### config.mk
export PLATFORM = sky130hd
export DESIGN_NAME = barcode_reader
export DESIGN_NICKNAME = d
export VERILOG_FILES = /design/src/rtl/barcode_reader.sv
export SDC_FILE = /design/constraint.sdc
export NUM_CORES = 1
export LEC_CHECK = 0
export CAP_MARGIN = 20
export CORE_MARGIN = 4
export CORE_UTILIZATION = 39
export CTS_BUF_LIST = sky130_fd_sc_hd__clkbuf_4 sky130_fd_sc_hd__clkbuf_8 sky130_fd_sc_hd__clkbuf_16
export CTS_CLUSTER_SIZE = 12
export DETAILED_ROUTE_END_ITERATION = 16
export GPL_TIMING_DRIVEN = 0
export PLACE_DENSITY = 0.53
export SETUP_SLACK_MARGIN = 0.05
export SLEW_MARGIN = 20
export SYNTH_ARGS = -nofsm -noshare
export SYNTH_HDL_FRONTEND = slang
export SYNTH_SLANG_ARGS = --single-unit
### constraint.sdc
create_clock -name clk -period 2.7 [get_ports clk]
set_input_delay 0.405 -clock clk [delete_from_list [all_inputs] [get_ports clk]]
set_output_delay 0.405 -clock clk [all_outputs]
set_load 0.02 [all_outputs]
### src/rtl/barcode_reader.sv
// barcode_reader: decodes a serial barcode strip (start bit + 8 data bits,
// MSB first, pulse-width encoded) into an 8-bit station ID, and publishes it
// through an ID / ID_vld / clr_ID_vld handshake.
module barcode_reader #(
  parameter int TMR_W = 22
) (
  input  logic       clk,
  input  logic       rst_n,
  input  logic       BC,
  input  logic       clr_ID_vld,
  output logic [7:0] ID,
  output logic       ID_vld
);

  typedef enum logic [2:0] {IDLE, START, WAIT_FALL, BIT, DONE} state_t;

  localparam logic [TMR_W-1:0] TMR_ONE = TMR_W'(1);

  state_t           r_state, w_nxt;
  logic [2:0]       r_sync;
  logic [TMR_W-1:0] r_tmr;
  logic [TMR_W-1:0] r_period;
  logic [2:0]       r_bit_cnt;
  logic [7:0]       r_shift;
  logic [7:0]       r_id;
  logic             r_id_vld;

  logic w_bc_s, w_bc_d, w_fall, w_rise;
  logic w_tmo, w_smp, w_pub, w_latch_per;

  // BC is asynchronous: two flops to synchronise, a third for edge detection
  assign w_bc_s = r_sync[1];
  assign w_bc_d = r_sync[2];
  assign w_fall = w_bc_d & ~w_bc_s;
  assign w_rise = ~w_bc_d & w_bc_s;

  // A saturated timer outside IDLE means the strip stalled; abandon the frame
  assign w_tmo       = (r_state != IDLE) && (&r_tmr);
  assign w_smp       = (r_state == BIT) && (r_tmr == r_period) && !w_tmo;
  assign w_latch_per = (r_state == START) && w_rise && !w_tmo;
  assign w_pub       = (r_state == DONE) && (r_shift[7:6] == 2'b00);

  // Synchroniser presets to 1 so reset looks like an idle (high) strip
  always_ff @(posedge clk or negedge rst_n) begin
    if (!rst_n) r_sync <= 3'b111;
    else        r_sync <= {r_sync[1:0], BC};
  end

  // State register
  always_ff @(posedge clk or negedge rst_n) begin
    if (!rst_n) r_state <= IDLE;
    else        r_state <= w_nxt;
  end

  // Next-state logic
  always_comb begin
    w_nxt = r_state;
    case (r_state)
      IDLE:      if (w_fall) w_nxt = START;
      START:     if (w_tmo) w_nxt = IDLE;
                 else if (w_rise) w_nxt = WAIT_FALL;
      WAIT_FALL: if (w_tmo) w_nxt = IDLE;
                 else if (w_fall) w_nxt = BIT;
      // falls arriving before the sample point are deliberately ignored
      BIT:       if (w_tmo) w_nxt = IDLE;
                 else if (w_smp) w_nxt = (r_bit_cnt == 3'd7) ? DONE : WAIT_FALL;
      DONE:      w_nxt = IDLE;
      default:   w_nxt = IDLE;
    endcase
  end

  // Timer restarts on every state change so each phase is measured from its own start
  always_ff @(posedge clk or negedge rst_n) begin
    if (!rst_n)                 r_tmr <= '0;
    else if (w_nxt != r_state)  r_tmr <= '0;
    else                        r_tmr <= r_tmr + TMR_ONE;
  end

  // Start-bit low time becomes the sample point for every data cell
  always_ff @(posedge clk or negedge rst_n) begin
    if (!rst_n) begin
      r_period  <= '0;
      r_bit_cnt <= 3'd0;
      r_shift   <= 8'h00;
    end else if (w_latch_per) begin
      r_period  <= r_tmr;
      r_bit_cnt <= 3'd0;
    end else if (w_smp) begin
      r_shift   <= {r_shift[6:0], w_bc_s};
      r_bit_cnt <= r_bit_cnt + 3'd1;
    end
  end

  // Publish wins over a simultaneous acknowledge so a fresh ID is never lost
  always_ff @(posedge clk or negedge rst_n) begin
    if (!rst_n) begin
      r_id     <= 8'h00;
      r_id_vld <= 1'b0;
    end else if (w_pub) begin
      r_id     <= r_shift;
      r_id_vld <= 1'b1;
    end else if (clr_ID_vld) begin
      r_id_vld <= 1'b0;
    end
  end

  assign ID     = r_id;
  assign ID_vld = r_id_vld;

endmodule

==> results of run 1 <==
-- logic make-up after synthesis --
| logic type | after synthesis |
|---|---|
| adders and majority gates | 3 |
| muxes | 39 |
| AOI/OAI and AO/OA | 13 |
| xor gates and xnor gates | 42 |
| DFF | 70 |
| buffers and inverters | 15 |
| and+or+nand+nor | 81 |
-- synth_stat cells, drive strengths merged, types with 2 or more instances --
| cell | n |
|---|---|
| dfrtp | 67 |
| ha | 3 |
| mux2 | 38 |
| nor3 | 4 |
| a21o | 2 |
| nand3b | 2 |
| dfstp | 3 |
| buf | 8 |
| and3 | 4 |
| o21ai | 3 |
| nor2b | 3 |
| nand2 | 9 |
| xor2 | 15 |
| nor4 | 4 |
| o31ai | 2 |
| nor2 | 28 |
| nand4 | 9 |
| inv | 7 |
| nand3 | 14 |
| a21oi | 3 |
| and2 | 2 |
| xnor2 | 27 |
-- final timing paths --
path,from,to,slack (ns)
max,r_tmr[1],r_tmr[17],0.18
min,r_sync[0],r_sync[1],0.36
max reg2reg,r_tmr[1],r_tmr[17],0.18
min reg2reg,r_sync[0],r_sync[1],0.36
max in group asynchronous,rst_n,r_sync[0],1.55
min in group asynchronous,rst_n,r_period[17],0.54
-- registers in the layout, indices dropped and copies added (netlist names) --
register,cells
r_bit_cnt,3
r_tmr,22
r_period,22
r_sync,3
r_shift,8
r_state,3
ID,8
ID_vld,1
-- routing by layer --
layer / global-route usage / vias up / share of wire
met1: 0.181 / 940 / 0.51
met2: 0.196 / 18 / 0.45
met3: 0.0302 / 9 / 0.021
met4: 0.0630 / 0 / 0.021
li1: - / 959 / -
met5: 0 / - / 0
-- cell type report --
cell class	instances	area, µm²	area share
Clock inverter	4	53.8	0.0142
Buffer	8	55.1	0.0145
Tap cell	105	131	0.0346
Clock buffer	12	165	0.0435
Inverter	7	26.3	0.00693
Multi-Input combinational cell	178	1440	0.378
Timing Repair Buffer	17	170	0.0449
Sequential cell	70	1760	0.463
-- stage by stage --
stage,TNS (ns),utilization,total power [W]
after floorplan,0,-,0.00190
after global placement,-88.48,0.430,0.00208
after detailed placement,0,0.432,0.00210
after CTS,0,0.460,0.00302
after global routing,0,0.464,0.00321
final,0,0.464,0.00301
-- where the power goes --
group	switching (W)	internal [W]	leakage [nW]
Combinational	0.000435	0.000354	0.707
Sequential	0.000127	0.00119	0.942
Clock	0.000400	0.000504	0.105
-- worst reg2reg max path, stage by stage (launching register included) --
cell	delay, ns
sky130_fd_sc_hd__dfrtp_1	0.44
sky130_fd_sc_hd__ha_2	0.26
sky130_fd_sc_hd__nand4_1	0.15
sky130_fd_sc_hd__nor4_4	0.40
sky130_fd_sc_hd__buf_4	0.19
sky130_fd_sc_hd__nand4_2	0.12
sky130_fd_sc_hd__a21o_1	0.22
sky130_fd_sc_hd__o311ai_4	0.34
sky130_fd_sc_hd__buf_4	0.24
sky130_fd_sc_hd__nor2_2	0.05
-- repair_timing --
| action | in CTS | in global routing |
|---|---|---|
| setup endpoints to repair | 0 | 45 |
| hold buffers | 1 | 0 |
| resized for setup | 0 | 5 |
| hold endpoints to repair | 18 | 0 |
| setup buffers | 0 | 2 |
==> impl_metrics.json, run 1 <==
{
  "dominant_combinational_cell_family_by_area_after_synthesis": "simple AND/OR/NAND/NOR gates",
  "static_power_due_to_leakage_nw": 1.75,
  "top_level_ports": 13,
  "synth.area.top_cells": "sky130_fd_sc_hd__dfrtp_1 51%, sky130_fd_sc_hd__mux2_2 7.9%, sky130_fd_sc_hd__xnor2_1 7.2%, sky130_fd_sc_hd__mux2_1 5.2%, sky130_fd_sc_hd__xor2_1 4.0%",
  "status": "finished, final reports clean",
  "timing.slew.headroom": 0.470,
  "tritoncts": "built",
  "crit_path_cell_trace": "ha_2, nand4_1, nor4_4, buf_4, nand4_2, a21o_1, o311ai_4, buf_4, nor2_2",
  "grt_pass1_vias": 2015,
  "finalNetCount": 298,
  "synthesized_area_per_cell_um2": 12.4,
  "yosys.cell_types.count": 36,
  "cts_max_path_buffers": 2,
  "floorplan.core_area_um2": 8180,
  "timing.max_cap.violations": 0,
  "setup.worst_path.class": "reg2reg",
  "pre_cts_slack_ns": 0.0938,
  "synth_seq_area_share": 0.538,
  "worst-path-stages": 9,
  "route.detailed.wl_per_inst_um": 14.5,
  "achievable-frequency_mhz": 396,
  "worst_ir_drop_vdd_v": 0.000508,
  "hold_path_depth": 0,
  "worstSetupEndpointType": "register",
  "synth_xor_area_frac": 0.113,
  "std_cell_rows": 33,
  "finClkSkew_ns": 0.0132,
  "worstPathRequired_ns": 2.93,
  "htreeDepth": 3,
  "totalWireLength_mm": 5.83,
  "grt_antenna_before_repair": 0,
  "finalMaxSlewViolations": 0,
  "commonest_cells_after_routing_fill_and_taps_aside": "66 x sky130_fd_sc_hd__dfrtp_1, 27 x sky130_fd_sc_hd__xnor2_1, 23 x sky130_fd_sc_hd__mux2_2, 20 x sky130_fd_sc_hd__nor2_2",
  "detail-route-antenna-nets": 0,
  "synth.ff_latch_count": 70,
  "dpl_cell_area_um2": 3530,
  "port_buffers": 12,
  "insertion_delay_ns": 0.35,
  "setup_viol": 0,
  "synth-edff-count": 0,
  "diodes": 0,
  "grt_usage": 0.131,
  "mostFrequentLayoutCell": "sky130_fd_sc_hd__dfrtp_1",
  "initial_core_util": 0.399,
  "clkSlewWorstSetupHoldPaths_ns": 0.07,
  "power_density_nw_per_um2": 793,
  "cts_sinks": 70,
  "synth_fp_nets": 270,
  "worst_setup_path_start_kind": "register",
  "die-area_um2": 9890,
  "grt_overflow_total": 0,
  "first_pass_grt_wire_length_mm": 10.1,
  "synthCells": 263,
  "ys_warn_count": 0,
  "first_iter_violations": 44,
  "dieWidth_um": 99.5,
  "critPathSlowestCell": "sky130_fd_sc_hd__dfrtp_1",
  "rsz0062_at_grt": "false",
  "max_stage_delay_ns": 0.44,
  "min_period_over_period": 0.935,
  "detailroute.via_count": 1926,
  "routed_via_density": 4.80,
  "synth.largest_area_cell": "sky130_fd_sc_hd__dfrtp_1",
  "finalCriticalPeriod_ns": 2.52,
  "synth_largest_type_area_fraction": 0.514,
  "flow.area_growth_from_synthesis_pct": 16.3,
  "layoutNonFillerInstCount": 401,
  "hpwlAfterDp_mm": 4.06,
  "cp_max_fo": 6,
  "critPathArrivalTime_ns": 2.76,
  "worst_hold_slack_ns": 0.357,
  "finish.instance_area_um2": 3790,
  "rr_worst_depth": 9,
  "drt_drc_violations_left": 0,
  "synth-simple-area-share": 0.145,
  "critPathMostFrequentCell": "sky130_fd_sc_hd__buf_4",
  "grt_start_max_net_pins": 41,
  "dieHeight_um": 99.5,
  "gp_congestion": 0.763,
  "drt_pre_antenna_iters": 4,
  "synth_flop_cell": "sky130_fd_sc_hd__dfrtp_1",
  "drive_gt1_frac": 0.280,
  "hold_path.class": "reg2reg",
  "worst-slew-pin-transition_ns": 0.788,
  "numPlacedInstances": 381,
  "post_synthesis_mux_area_share": 0.134,
  "final_hold_viol_count": 0,
  "worst-path-buf-inv": 2,
  "clockRootBuffer": "sky130_fd_sc_hd__clkbuf_8",
  "fillers": 762,
  "share_of_the_synthesized_area_in_compound_gates_ao_oa_aoi_oai": 0.0337,
  "adder_cell_share_of_the_synthesized_area": 0.0115,
  "setup_slack_ns": 0.176,
  "async_reset_ff_frac": 1.00,
  "number_of_buffers_added_by_the_clock_tree_synthesis_step": 9,
  "netlist_area_um2": 3260,
  "path_delay_family": "simple AND/OR/NAND/NOR gates"
}
(Power assumes the default switching activity.)
==> run 2, diff against run 1 <==
--- a/config.mk
+++ b/config.mk
@@ -6,13 +6,15 @@
 export NUM_CORES = 1
 export LEC_CHECK = 0
 export CAP_MARGIN = 20
+export CELL_PAD_IN_SITES_DETAIL_PLACEMENT = 1
+export CELL_PAD_IN_SITES_GLOBAL_PLACEMENT = 1
 export CORE_MARGIN = 4
 export CORE_UTILIZATION = 39
 export CTS_BUF_LIST = sky130_fd_sc_hd__clkbuf_4 sky130_fd_sc_hd__clkbuf_8 sky130_fd_sc_hd__clkbuf_16
 export CTS_CLUSTER_SIZE = 12
 export DETAILED_ROUTE_END_ITERATION = 16
 export GPL_TIMING_DRIVEN = 0
-export PLACE_DENSITY = 0.53
+export PLACE_DENSITY = 0.62
 export SETUP_SLACK_MARGIN = 0.05
 export SLEW_MARGIN = 20
 export SYNTH_ARGS = -nofsm -noshare
==> run 2 against run 1 <==
Hold slack worse by 0.35 ns. Worst setup slack better by 0.048 ns. Sequential share of layout area grew 0.25 points. Routed wire length rose by 9.6%. Largest cell class unchanged. Combinational power decreased by 1%. Core utilization shrank 0.21 points. Global-route usage increased by 1.8 points. Count of clock-buffer cells in the layout down 2. Critical path depth down 1.
==> impl_metrics.json, run 2 (synthesized netlist as in run 1, its figures left out) <==
{
  "initial_core_util": 0.399,
  "setup_viol": 0,
  "cts_sinks": 70,
  "route.detailed.wl_per_inst_um": 16.1,
  "cp_max_fo": 10,
  "first_iter_violations": 64,
  "insertion_delay_ns": 0.35,
  "critPathArrivalTime_ns": 2.71,
  "worst-slew-pin-transition_ns": 0.883,
  "htreeDepth": 3,
  "top_level_ports": 13,
  "finalCriticalPeriod_ns": 2.48,
  "timing.slew.headroom": 0.406,
  "final_hold_viol_count": 0,
  "dieWidth_um": 99.5,
  "finClkSkew_ns": 0.0112,
  "drive_gt1_frac": 0.283,
  "finalNetCount": 295,
  "worst_ir_drop_vdd_v": 0.000405,
  "detail-route-antenna-nets": 0,
  "number_of_buffers_added_by_the_clock_tree_synthesis_step": 9,
  "min_period_over_period": 0.917,
  "tritoncts": "built",
  "grt_start_max_net_pins": 37,
  "grt_antenna_before_repair": 0,
  "worst_setup_path_start_kind": "register",
  "routed_via_density": 5.08,
  "commonest_cells_after_routing_fill_and_taps_aside": "65 x sky130_fd_sc_hd__dfrtp_1, 27 x sky130_fd_sc_hd__xnor2_1, 23 x sky130_fd_sc_hd__mux2_2, 21 x sky130_fd_sc_hd__nor2_2",
  "diodes": 0,
  "grt_usage": 0.150,
  "timing.max_cap.violations": 0,
  "finish.instance_area_um2": 3780,
  "mostFrequentLayoutCell": "sky130_fd_sc_hd__dfrtp_1",
  "largest_registers": "r_period x22, r_tmr x22",
  "worstSetupEndpointType": "register",
  "power_density_nw_per_um2": 805,
  "floorplan.core_area_um2": 8180,
  "dpl_cell_area_um2": 3530,
  "detailroute.via_count": 2022,
  "die-area_um2": 9890,
  "setup.worst_path.class": "reg2reg",
  "flow.area_growth_from_synthesis_pct": 15.7,
  "critical_path.reg2reg.startpoint": "r_tmr[0]",
  "cts-hold-fix-buffers": 0,
  "cts_max_path_buffers": 2,
  "port_buffers": 12,
  "std_cell_rows": 33,
  "fillers": 877,
  "numPlacedInstances": 381,
  "worstPathRequired_ns": 2.93,
  "clkSlewWorstSetupHoldPaths_ns": 0.07,
  "layoutNonFillerInstCount": 398,
  "drt_pre_antenna_iters": 4,
  "gp_congestion": 0.745,
  "worst_setup_path_startpoint": "r_tmr[0]",
  "grt_overflow_total": 0,
  "achievable-frequency_mhz": 404,
  "totalWireLength_mm": 6.39,
  "rsz0062_at_grt": "true",
  "finalMaxSlewViolations": 0,
  "clockRootBuffer": "sky130_fd_sc_hd__clkbuf_8",
  "drt_drc_violations_left": 0,
  "static_power_due_to_leakage_nw": 1.74,
  "first_pass_grt_wire_length_mm": 11.3,
  "status": "finished, final reports clean",
  "grt_pass1_vias": 2131,
  "hold_path.class": "in2async",
  "hpwlAfterDp_mm": 4.51,
  "dieHeight_um": 99.5
}
## run 2: where the power goes
part	switching, W	internal (W)	total, W
Combinational	0.000441	0.000339	0.000779
Sequential	0.000128	0.00119	0.00132
Clock	0.000401	0.000542	0.000943
Total	0.000969	0.00207	0.00304
## run 2: layout make-up
class,instances,area [µm²],share of cell area
buffer,8,55.1,0.0146
clock buffer,10,138,0.0364
clock inverter,6,85.1,0.0225
inverter,7,26.3,0.00696
multi-input combinational,178,1440,0.381
sequential,70,1760,0.466
tap,105,131,0.0348
timing repair buffer,14,145,0.0384
## run 2: final timing paths
check / to / slack, ns / cells after the start
max reg2reg: r_bit_cnt[2] / 0.22 / 8
min: r_period[16] / 0.006 / 1
max: r_bit_cnt[2] / 0.22 / 8
min in group clk: r_sync[1] / 0.36 / 0
max in group asynchronous: r_sync[1] / 2.07 / 2
min reg2reg: r_sync[1] / 0.36 / 0
## run 2: stage by stage
step | setup TNS [ns] | setup slack (ns) | util | power (W) | hold WS [ns]
after global placement | -90.90 | -1.34 | 0.430 | 0.00209 | 0.346
final | 0 | 0.224 | 0.462 | 0.00304 | 0.00621
after CTS | 0 | 0.0640 | 0.459 | 0.00308 | 0.0178
after floorplan | 0 | 0.504 | - | 0.00190 | 0.109
after detailed placement | 0 | 0.0704 | 0.432 | 0.00212 | 0.348
after global routing | 0 | 0.0353 | 0.462 | 0.00326 | 0.0320
## run 2: worst max-delay path, cell delays in order, from the launching register on
cell	delay (ns)
sky130_fd_sc_hd__dfrtp_2	0.44
sky130_fd_sc_hd__ha_2	0.24
sky130_fd_sc_hd__nand4_1	0.15
sky130_fd_sc_hd__nor4_4	0.38
sky130_fd_sc_hd__a41o_1	0.35
sky130_fd_sc_hd__nor2_1	0.10
sky130_fd_sc_hd__nand3_1	0.14
sky130_fd_sc_hd__buf_4	0.22
sky130_fd_sc_hd__mux2_1	0.34
## run 2: timing repair
action | in CTS | in global routing
setup buffers | 0 | 1
gates resized for setup | 0 | 5
setup endpoints to repair | 0 | 49
## run 2: metal layers
metal	global-route usage	share of wire	vias to the layer above
li1	-	-	957
met1	0.215	0.50	1044
met2	0.213	0.46	14
met3	0.0400	0.027	7
met4	0.0630	0.014	0
met5	0	0	-
